[src/rtl/circuito_exp5.sv]
// Genius memory-sequence game, experiment 5 top level: sequencing FSM, address/limit
// counters, button edge detector, jogada register, 16x4 ROM, press timeout, 7-seg debug.
//
// state          | meaning
// 0 inicial      | idle, waiting for jogar
// 1 preparacao   | clear address, limit and jogada register
// 2 nova_seq     | start of a round, address back to 0
// 3 espera_jogada| waiting for a button press, timeout running
// 4 registra     | capture buttons into jogada register
// 5 comparacao   | check jogada against ROM and decide next step
// 6 proxima_jogada | advance address within the round
// 7 proxima_seq  | extend the sequence by one entry
// A fim_ganhou   | all 16 rounds correct
// D fim_timeout  | no press within the timeout window
// E fim_errou    | wrong button
module circuito_exp5 #(
  parameter int TIMEOUT = 5000
) (
  input  logic       clock,
  input  logic       reset,
  input  logic       jogar,
  input  logic [3:0] botoes,
  output logic       ganhou,
  output logic       perdeu,
  output logic       pronto,
  output logic [3:0] leds,
  output logic       db_igual,
  output logic [6:0] db_contagem,
  output logic [6:0] db_memoria,
  output logic [6:0] db_estado,
  output logic [6:0] db_jogadafeita,
  output logic [6:0] db_sequencia,
  output logic       db_clock,
  output logic       db_iniciar,
  output logic       db_fimseq,
  output logic       db_igualseq,
  output logic       db_igualjogada,
  output logic       db_tem_jogada,
  output logic       db_timeout
);

  localparam int TW = $clog2(TIMEOUT + 1);
  localparam logic [TW-1:0] TMO_LAST = TW'(TIMEOUT - 1);

  typedef enum logic [3:0] {
    INICIAL        = 4'h0,
    PREPARACAO     = 4'h1,
    NOVA_SEQ       = 4'h2,
    ESPERA_JOGADA  = 4'h3,
    REGISTRA       = 4'h4,
    COMPARACAO     = 4'h5,
    PROXIMA_JOGADA = 4'h6,
    PROXIMA_SEQ    = 4'h7,
    FIM_GANHOU     = 4'hA,
    FIM_TIMEOUT    = 4'hD,
    FIM_ERROU      = 4'hE
  } state_t;

  state_t          state, state_nxt;
  logic [3:0]      endereco, limite, jogada, rom_dado;
  logic [TW-1:0]   tmo_cnt;
  logic            botoes_q, tem_jogada, igualjogada, igualseq, fimseq, tmo_fim;

  function automatic logic [3:0] rom_ler(input logic [3:0] a);
    case (a)
      4'd0:    rom_ler = 4'b0001;
      4'd1:    rom_ler = 4'b0010;
      4'd2:    rom_ler = 4'b0100;
      4'd3:    rom_ler = 4'b1000;
      4'd4:    rom_ler = 4'b0100;
      4'd5:    rom_ler = 4'b0010;
      4'd6:    rom_ler = 4'b0001;
      4'd7:    rom_ler = 4'b0001;
      4'd8:    rom_ler = 4'b0010;
      4'd9:    rom_ler = 4'b0010;
      4'd10:   rom_ler = 4'b0100;
      4'd11:   rom_ler = 4'b0100;
      4'd12:   rom_ler = 4'b1000;
      4'd13:   rom_ler = 4'b1000;
      4'd14:   rom_ler = 4'b0001;
      default: rom_ler = 4'b0100;
    endcase
  endfunction

  // active-low segments, gfedcba
  function automatic logic [6:0] hex7seg(input logic [3:0] d);
    case (d)
      4'h0:    hex7seg = 7'h40;
      4'h1:    hex7seg = 7'h79;
      4'h2:    hex7seg = 7'h24;
      4'h3:    hex7seg = 7'h30;
      4'h4:    hex7seg = 7'h19;
      4'h5:    hex7seg = 7'h12;
      4'h6:    hex7seg = 7'h02;
      4'h7:    hex7seg = 7'h78;
      4'h8:    hex7seg = 7'h00;
      4'h9:    hex7seg = 7'h10;
      4'hA:    hex7seg = 7'h08;
      4'hB:    hex7seg = 7'h03;
      4'hC:    hex7seg = 7'h46;
      4'hD:    hex7seg = 7'h21;
      4'hE:    hex7seg = 7'h06;
      default: hex7seg = 7'h0E;
    endcase
  endfunction

  assign rom_dado    = rom_ler(endereco);
  assign tem_jogada  = (|botoes) & ~botoes_q;
  assign igualjogada = (jogada == rom_dado);
  assign igualseq    = (endereco == limite);
  assign fimseq      = (limite == 4'd15);
  assign tmo_fim     = (tmo_cnt == TMO_LAST);

  always_comb begin
    state_nxt = state;
    case (state)
      INICIAL:        if (jogar) state_nxt = PREPARACAO;
      PREPARACAO:     state_nxt = NOVA_SEQ;
      NOVA_SEQ:       state_nxt = ESPERA_JOGADA;
      ESPERA_JOGADA: begin
        if (tem_jogada)   state_nxt = REGISTRA;
        else if (tmo_fim) state_nxt = FIM_TIMEOUT;
      end
      REGISTRA:       state_nxt = COMPARACAO;
      COMPARACAO: begin
        if (!igualjogada)           state_nxt = FIM_ERROU;
        else if (igualseq && fimseq) state_nxt = FIM_GANHOU;
        else if (igualseq)          state_nxt = PROXIMA_SEQ;
        else                        state_nxt = PROXIMA_JOGADA;
      end
      PROXIMA_JOGADA: state_nxt = ESPERA_JOGADA;
      PROXIMA_SEQ:    state_nxt = NOVA_SEQ;
      FIM_GANHOU, FIM_TIMEOUT, FIM_ERROU:
        if (jogar) state_nxt = PREPARACAO;
      default:        state_nxt = INICIAL;
    endcase
  end

  // Outputs are registered from the next state so they line up with the state register.
  always_ff @(posedge clock or posedge reset) begin
    if (reset) begin
      state      <= INICIAL;
      endereco   <= '0;
      limite     <= '0;
      jogada     <= '0;
      tmo_cnt    <= '0;
      botoes_q   <= 1'b0;
      ganhou     <= 1'b0;
      perdeu     <= 1'b0;
      pronto     <= 1'b0;
      db_timeout <= 1'b0;
    end else begin
      state    <= state_nxt;
      botoes_q <= |botoes;
      tmo_cnt  <= (state == ESPERA_JOGADA) ? tmo_cnt + 1'b1 : '0;
      case (state)
        PREPARACAO: begin
          endereco <= '0;
          limite   <= '0;
          jogada   <= '0;
        end
        NOVA_SEQ:       endereco <= '0;
        REGISTRA:       jogada   <= botoes;
        PROXIMA_JOGADA: endereco <= endereco + 4'd1;
        PROXIMA_SEQ:    limite   <= limite + 4'd1;
        default: ;
      endcase
      ganhou     <= (state_nxt == FIM_GANHOU);
      perdeu     <= (state_nxt == FIM_ERROU) || (state_nxt == FIM_TIMEOUT);
      pronto     <= (state_nxt == FIM_GANHOU) || (state_nxt == FIM_ERROU) ||
                    (state_nxt == FIM_TIMEOUT);
      db_timeout <= (state_nxt == FIM_TIMEOUT);
    end
  end

  assign leds           = jogada;
  assign db_igualjogada = igualjogada;
  assign db_igual       = igualjogada;
  assign db_igualseq    = igualseq;
  assign db_fimseq      = fimseq;
  assign db_tem_jogada  = tem_jogada;
  assign db_clock       = clock;
  assign db_iniciar     = jogar;
  assign db_contagem    = hex7seg(endereco);
  assign db_memoria     = hex7seg(rom_dado);
  assign db_estado      = hex7seg(state);
  assign db_jogadafeita = hex7seg(jogada);
  assign db_sequencia   = hex7seg(limite);

endmodule

[config.mk]
export PLATFORM = sky130hd
export DESIGN_NAME = circuito_exp5
export DESIGN_NICKNAME = d
export VERILOG_FILES = /design/src/rtl/circuito_exp5.sv
export SDC_FILE = /design/constraint.sdc
export NUM_CORES = 1
export LEC_CHECK = 0
export ABC_AREA = 0
export CAP_MARGIN = 30
export CORE_MARGIN = 1
export CORE_UTILIZATION = 35
export CTS_BUF_LIST = sky130_fd_sc_hd__clkbuf_8
export DETAILED_ROUTE_END_ITERATION = 16
export PLACE_DENSITY = 0.61
export SYNTH_ARGS = -nofsm -noshare
export SYNTH_HDL_FRONTEND = slang
export SYNTH_SLANG_ARGS = --single-unit
export TNS_END_PERCENT = 10
[constraint.sdc]
create_clock -name clock -period 6.48 [get_ports clock]
set_input_delay 0.648 -clock clock [delete_from_list [all_inputs] [get_ports clock]]
set_output_delay 0.648 -clock clock [all_outputs]
set_load 0.1 [all_outputs]
Word-level counts from Yosys, hierarchy flattened
Memories as Yosys holds them, arrays and structs flattened. Index checks and enable logic that the tools add are counted. W data, S select, Z words.

Reductions and logical operators: 13. Add/sub/neg operators: 3. Equality and inequality tests: 17. Multiplexer cells: 11. Bitwise logic cells: 2.

Operator list (count): $eq A4 B4 Y1 const B (7); $pmux W4 S2 (3); $pmux W4 S6 (1); $mux W4 (5); $eq A4 B3 Y1 const B (4); $add A13 B1 Y13 const B (1); $eq A13 B13 Y1 const B (1); $mux W13 (1); $add A4 B1 Y4 const B (2); $eq A4 B2 Y1 const B (2); $eq A4 B4 Y1 (2); $reduce_or A4 Y1 (2); $reduce_bool A2 Y1 (3); $reduce_or A2 Y1 (3); $eq A4 B1 Y1 const B (1); $logic_not A4 Y1 (1); $logic_or A1 B1 Y1 (3); $and A1 B1 Y1 (1); $logic_and A1 B1 Y1 (1); $mux W1 (1); $not A1 Y1 (1).

Memories: 6. Flip-flop bits (word level): 34. Logic and storage cells: 62. Input port bits: 7. Memory bits (read-only): 624. Output and inout bits: 50.

Memory list: (no name shown) (words 16, width 7, read ports 1, clocked after memory_dff 0, write ports 0, RTL line 87) `case (d)`; (no name shown) (words 16, width 7, read ports 1, clocked after memory_dff 0, write ports 0, RTL line 87); (no name shown) (words 16, width 7, read ports 1, clocked after memory_dff 0, write ports 0, RTL line 87); (no name shown) (words 16, width 7, read ports 1, clocked after memory_dff 0, write ports 0, RTL line 87); (no name shown) (words 16, width 7, read ports 1, clocked after memory_dff 0, write ports 0, RTL line 87); (no name shown) (words 16, width 4, read ports 1, clocked after memory_dff 0, write ports 0, RTL line 65) `case (a)`.

Longest topological paths before layout
Gate-level depths: netlist of run 1.

Depth after elaboration: 8. Depth in mapped cells: 12. Depth with buffers taken out: 10.

==> reports/qor.yml, run 1 <==
ctsHoldBuffers: 0
ys.warnings.count: 0
netlist_area_mm2: 0.00319
die_y_um: 97.4
crit_chain: "clkbuf_8 > clkbuf_8 > clkdlybuf4s50_1"
synth_ff_type: "dfrtp_1"
cp-start-kind: "clock port"
cp_num_buf_inv: 3
post_cts_buffers: 0
drc: 0
cp-endpoint: "db_clock"
start_util: 0.364
drtIter0Drc: 118
synth-seq-cells: 34
path_clk_slew_ns: 0.07
die_x_um: 97.4
netlist.area_leader.share: 0.267
wl_per_cell_um: 14.3
place.port_buffers: 56
p_int_mw: 0.753
tns_ns: 0
slew_viol_final: 0
netlist_instances: 370
ys_types: 57
fin_skew_ns: 0.00267
slew_headroom: 0.318
first_global_vias: 2660
critical_path_required_ns: 5.83
clkLatencyLatePin_ns: 0.39
worstReg2RegEnd: "pronto"
syn_avg_cell_area_um2: 8.62
setup_viol: 0
post_cts_resized: 0
power_density_mw_per_mm2: 460
cp-startpoint: "clock"
nets: 450
rsz0062_at_grt: "no"
p_sw_mw: 1.06
crit_top_cell: "clkbuf_8"
drt_wl_total_um: 7450
drt_pass1_iterations: 4
synth.area.top_cells: "dfrtp_1 27%, ha_1 13%, mux2i_1 6.3%, nor2_1 4.4%, mux4_2 3.5%"
regToRegSetupSlack_ns: 3.63
crit_type: "clock port to output port"
n_antenna_cell: 0
postSynthNetCount: 409
placeableCoreArea_mm2: 0.00876
p_total_mw: 1.81
status: "finished clean"
worst_slew_pin_slew_ns: 1.02
combPwrFrac: 0.651
grt.overflow.total: 0
grt_start_max_net_pins: 35
p_sw_frac: 0.584
io_pins: 57
area_growth_pct: 23.5
synthArstFlopShare: 1.00
antenna_found_initial: 0
path_delay_family: "buffers and inverters"
grt_pass1_wl_um: 12700
post-dp-hpwl_um: 5470
p_leak_nw: 1.68
critPathSlowestCell: "clkdlybuf4s50_1"
cp-end-kind: "output port"
vias_per_cell: 5.33
cts_tree: "built"
r2r_start: "endereco[0]"
cap_violations: 0
peakVddDrop_v: 0.000335
p_clk_frac: 0.195
num_vias: 2772
cp_num_cells: 3
rows: 34
min_path_type: "flip-flop to flip-flop"
drive_above_1_share: 0.0850
p_seq_frac: 0.155
worstPathMaxFanout: 2
r2r_cells: 9
ys_seq_area_frac: 0.267
slowest_delay_ns: 0.95
grtUsageTotal: 0.162
die-area_mm2: 0.00949
hold_viol: 0
antenna_left: 0
gp_congestion: 0.760
synth_top_area_cell: "dfrtp_1"
synth_edf_count: 0
cp.arrival_ns: 4.42
-- Yosys cell counts (6+ instances only) --
| cell | count |
|---|---|
| o21ai_0 | 22 |
| clkbuf_1 | 13 |
| o22ai_1 | 11 |
| nand2_1 | 26 |
| xor2_1 | 10 |
| or3_1 | 7 |
| nor2_1 | 37 |
| ha_1 | 32 |
| nand3_1 | 10 |
| mux2i_1 | 20 |
| inv_1 | 23 |
| dfrtp_1 | 34 |
| nor3_1 | 6 |
| and3_1 | 6 |
| a22o_1 | 12 |
| nor2b_1 | 6 |
| a21oi_1 | 15 |
-- cells in the final DEF, fill, tap and decap left out, types with 3 or more instances in the layout --
cell             instances
o21ai_0                 22
xor2_1                  10
nor2b_1                  6
a22o_1                  12
or2_2                    4
dfrtp_1                 34
a21oi_1                 15
nand3_1                 10
mux4_2                   5
or3_1                    7
and3_1                   6
nor2_1                  37
nand2b_1                 5
nand2_1                 26
clkdlybuf4s50_1         56
nor4_1                   3
ha_1                    32
o22ai_1                 11
o21a_1                   3
clkbuf_8                 9
nor3_1                   6
mux2i_1                 20
xnor2_1                  5
inv_1                   23
a31oi_1                  4
-- cells by family after synthesis --
family                     after synthesis  share of synthesized area
AOI/OAI and AO/OA                       86                      0.181
muxes                                   25                     0.0981
buffers and inverters                   51                     0.0730
DFF                                     34                      0.267
xor gates and xnor gates                16                     0.0463
and+or+nand+nor                        126                      0.209
adders and majority gates               32                      0.126
-- cell type report --
class / count / area (µm²)
fillers: 870 / 4830
well taps: 108 / 135
clock inverters: 2 / 60.1
repair buffers: 56 / 558
flip-flops and latches: 34 / 851
inverters: 25 / 93.8
multi-input cells: 285 / 2100
clock buffers: 10 / 134
-- registers in the layout, summed over array words and instances (netlist names) --
register / cells
tmo_cnt: 13
endereco: 4
leds: 4
limite: 4
state: 4
botoes_q: 1
db_timeout: 1
ganhou: 1
perdeu: 1
pronto: 1
-- metrics by stage --
step	instances	instance area, µm²	util	setup WS [ns]	hold slack (ns)
global route	520	3940	0.449	1.38	0.506
floorplan	370	3190	-	1.65	0.433
finish	520	3940	0.449	1.41	0.459
detailed placement	509	3750	0.428	1.65	0.451
CTS	520	3940	0.449	1.40	0.461
global placement	509	3750	0.428	1.65	0.446
-- metal layers --
metal / vias up / GRT usage / part of all wire
li1: 1383 / - / -
met1: 1327 / 0.222 / 0.49
met2: 56 / 0.261 / 0.47
met3: 6 / 0.0288 / 0.037
met4: 0 / 0.0475 / 0.0081
met5: - / 0 / 0
-- worst min-delay path by stage --
| stage | start | end | slack (ns) | cells after the start |
|---|---|---|---|---|
| global route | tmo_cnt[0] | tmo_cnt[0] | 0.51 | 1 |
| global placement | tmo_cnt[0] | tmo_cnt[0] | 0.45 | 1 |
| detailed placement | tmo_cnt[0] | tmo_cnt[0] | 0.45 | 1 |
| finish | tmo_cnt[0] | tmo_cnt[0] | 0.46 | 1 |
| floorplan | tmo_cnt[0] | tmo_cnt[0] | 0.43 | 1 |
| CTS | tmo_cnt[0] | tmo_cnt[0] | 0.46 | 1 |
-- power by group through the flow --
stage          Combinational (mW)  Clock (mW)  Sequential [mW]
5_1_grt                      1.24       0.373            0.285
6_report                     1.18       0.352            0.280
3_5_place_dp                 1.18      0.0606            0.284
2_1_floorplan               0.933      0.0582            0.297
3_3_place_gp                 1.17      0.0606            0.283
4_1_cts                      1.18       0.359            0.280
Power figures use the tool's default switching activity.
==> inputs of run 2 (changes only) <==
--- a/config.mk
+++ b/config.mk
@@ -11,7 +11,7 @@
 export CORE_UTILIZATION = 35
 export CTS_BUF_LIST = sky130_fd_sc_hd__clkbuf_8
 export DETAILED_ROUTE_END_ITERATION = 16
-export PLACE_DENSITY = 0.61
+export PLACE_DENSITY = 0.63
 export SYNTH_ARGS = -nofsm -noshare
 export SYNTH_HDL_FRONTEND = slang
 export SYNTH_SLANG_ARGS = --single-unit
==> constraint.sdc (replaced) <==
create_clock -name clock -period 4.65 [get_ports clock]
set_input_delay 0.465 -clock clock [delete_from_list [all_inputs] [get_ports clock]]
set_output_delay 0.465 -clock clock [all_outputs]
set_load 0.1 [all_outputs]
==> run 2 against run 1 <==
Via count is 0.25% lower. Sequential power is 39% higher. Largest power group unchanged. Combinational power is 39% higher. Non-clock buffer count stayed put. Cell count stayed put. Worst setup slack worse by 0.72 ns. Highest routed layer unchanged. Register-to-register slack worse by 1.9 ns. Hold slack better by 0.0039 ns.
==> reports/qor.yml, run 2 (synthesis results as in run 1) <==
status: "finished clean"
die_x_um: 97.4  # unchanged
layout_commonest_cell: "clkdlybuf4s50_1"
gp_congestion: 0.818  # +7.6%
cts_tree: "built"
critPathSlowestCell: "clkdlybuf4s50_1"
regToRegSetupSlack_ns: 1.74  # -1.89 ns
drt_pass1_iterations: 4  # unchanged
grt.overflow.total: 0  # unchanged
die_y_um: 97.4  # unchanged
r2r_cells: 9  # unchanged
final_cell_mix: "47 x clkdlybuf4s50_1, 37 x nor2_1, 34 x dfrtp_1, 32 x ha_1, 26 x nand2_1"
grt_start_max_net_pins: 35  # unchanged
rows: 34  # unchanged
post_cts_resized: 0  # unchanged
grtUsageTotal: 0.158  # -0.00400
fin_skew_ns: 0.00533  # +0.00267 ns
critical_path_required_ns: 4.18  # -1.65 ns
setup_viol: 0  # unchanged
antenna_found_initial: 0  # unchanged
ctsHoldBuffers: 0  # unchanged
rsz0062_at_grt: "no"
path_delay_family: "buffers and inverters"
drt_wl_total_um: 7500  # +0.70%
placeableCoreArea_mm2: 0.00876  # unchanged
num_vias: 2765  # -0.25%
r2r_start: "endereco[0]"
cp-end-kind: "output port"
p_leak_nw: 1.66  # -1.1%
fin_ws_ns: 0.687  # -0.724 ns
cp-start-kind: "clock port"
tns_ns: 0  # unchanged
place.port_buffers: 56  # unchanged
drc: 0  # unchanged
first_global_vias: 2499  # -6.1%
hold_viol: 0  # unchanged
path_clk_slew_ns: 0.08  # about the same
peakVddDrop_v: 0.000551  # +65%
slowest_delay_ns: 0.95  # about the same
crit_type: "clock port to output port"
n_antenna_cell: 0  # unchanged
cp_num_buf_inv: 3  # unchanged
crit_top_cell: "clkbuf_8"
antenna_left: 0  # unchanged
wl_per_cell_um: 14.4  # +0.70%
nets: 450  # unchanged
pre_cts_slack_ns: 0.920  # -0.732 ns
cap_violations: 0  # unchanged
die-area_mm2: 0.00949  # unchanged
min_path_type: "input pin to async pin"
crit_chain: "clkbuf_8 > clkbuf_8 > clkdlybuf4s50_1"
worst_slew_pin_slew_ns: 0.986  # -0.0338 ns
drtIter0Drc: 100  # -15%
worstPathMaxFanout: 2  # unchanged
io_pins: 57  # unchanged
vias_per_cell: 5.32  # -0.25%
post-dp-hpwl_um: 5430  # -0.73%
regMostFlops: "tmo_cnt"
slew_viol_final: 0  # unchanged
finalCoreUtilization: 0.441  # -0.00785
cp.arrival_ns: 3.50  # -0.92 ns
power_density_mw_per_mm2: 621  # +35%
grt_pass1_wl_um: 12300  # -3.5%
post_cts_buffers: 0  # unchanged
clkLatencyLatePin_ns: 0.40  # about the same
largest_reg_flops: 13  # unchanged
worstReg2RegEnd: "pronto"
start_util: 0.364  # unchanged
drive_above_1_share: 0.109  # +0.0243
slew_headroom: 0.341  # +0.0226
area_growth_pct: 21.3
run 2: changes by cell type in the layout (fill, tap and decap cells not counted), sizes merged:
| cell | delta |
|---|---|
| buf | +9 |
| bufinv | -2 |
| clkbuf | -1 |
| clkdlybuf4s50 | -9 |
| clkinv | +2 |
| clkinvlp | +1 |
run 2: area by class of cell:
| class | count | area [µm²] |
|---|---|---|
| clock inverters | 3 | 21.3 |
| fillers | 874 | 4900 |
| well taps | 108 | 135 |
| clock buffers | 9 | 120 |
| multi-input cells | 285 | 2110 |
| inverters | 25 | 93.8 |
| repair buffers | 56 | 536 |
| flip-flops and latches | 34 | 851 |
run 2: worst max-delay path by stage:
stage / from / end / depth (start not counted)
after CTS: clock / db_clock / 3
after floorplan: leds[3] / db_jogadafeita[1] / 3
final: clock / db_clock / 3
after global placement: clock / db_clock / 1
after detailed placement: clock / db_clock / 1
after global routing: clock / db_clock / 3
run 2: tightest hold or removal path: stages:
cell             delay, ns
clkdlybuf4s50_1       0.39
inv_1                 0.05
buf_4                 0.38
run 2: power breakdown:
group | switching, mW | total [mW] | internal, mW | leakage (nW)
combinational | 1.22 | 1.64 | 0.422 | 1.13
sequential | 0.0654 | 0.390 | 0.325 | 0.463
clock | 0.200 | 0.374 | 0.174 | 0.0696
total | 1.48 | 2.40 | 0.921 | 1.66
run 2: per-stage QoR:
step | power, mW | std cells | instance area [µm²] | hold slack [ns]
after global placement | 2.10 | 509 | 3740 | 0.445
final | 2.40 | 520 | 3870 | 0.462
after floorplan | 1.80 | 370 | 3190 | 0.433
after CTS | 2.41 | 520 | 3870 | 0.466
after global routing | 2.53 | 520 | 3870 | 0.485
after detailed placement | 2.11 | 509 | 3740 | 0.455
run 2: metal layers:
layer  part of all wire  vias to the layer above  GRT usage
met1               0.50                     1307      0.224
li1                   -                     1385          -
met5                  0                        -          0
met4              0.011                        0     0.0464
met3              0.037                        9     0.0367
met2               0.45                       64      0.239
==> inputs of run 3 (changes only) <==
--- a/config.mk
+++ b/config.mk
@@ -6,7 +6,6 @@
 export NUM_CORES = 1
 export LEC_CHECK = 0
 export ABC_AREA = 0
-export CAP_MARGIN = 30
 export CORE_MARGIN = 1
 export CORE_UTILIZATION = 35
 export CTS_BUF_LIST = sky130_fd_sc_hd__clkbuf_8
==> results of run 3 <==
Final layout, timing and power as in run 2 (identical DEF).
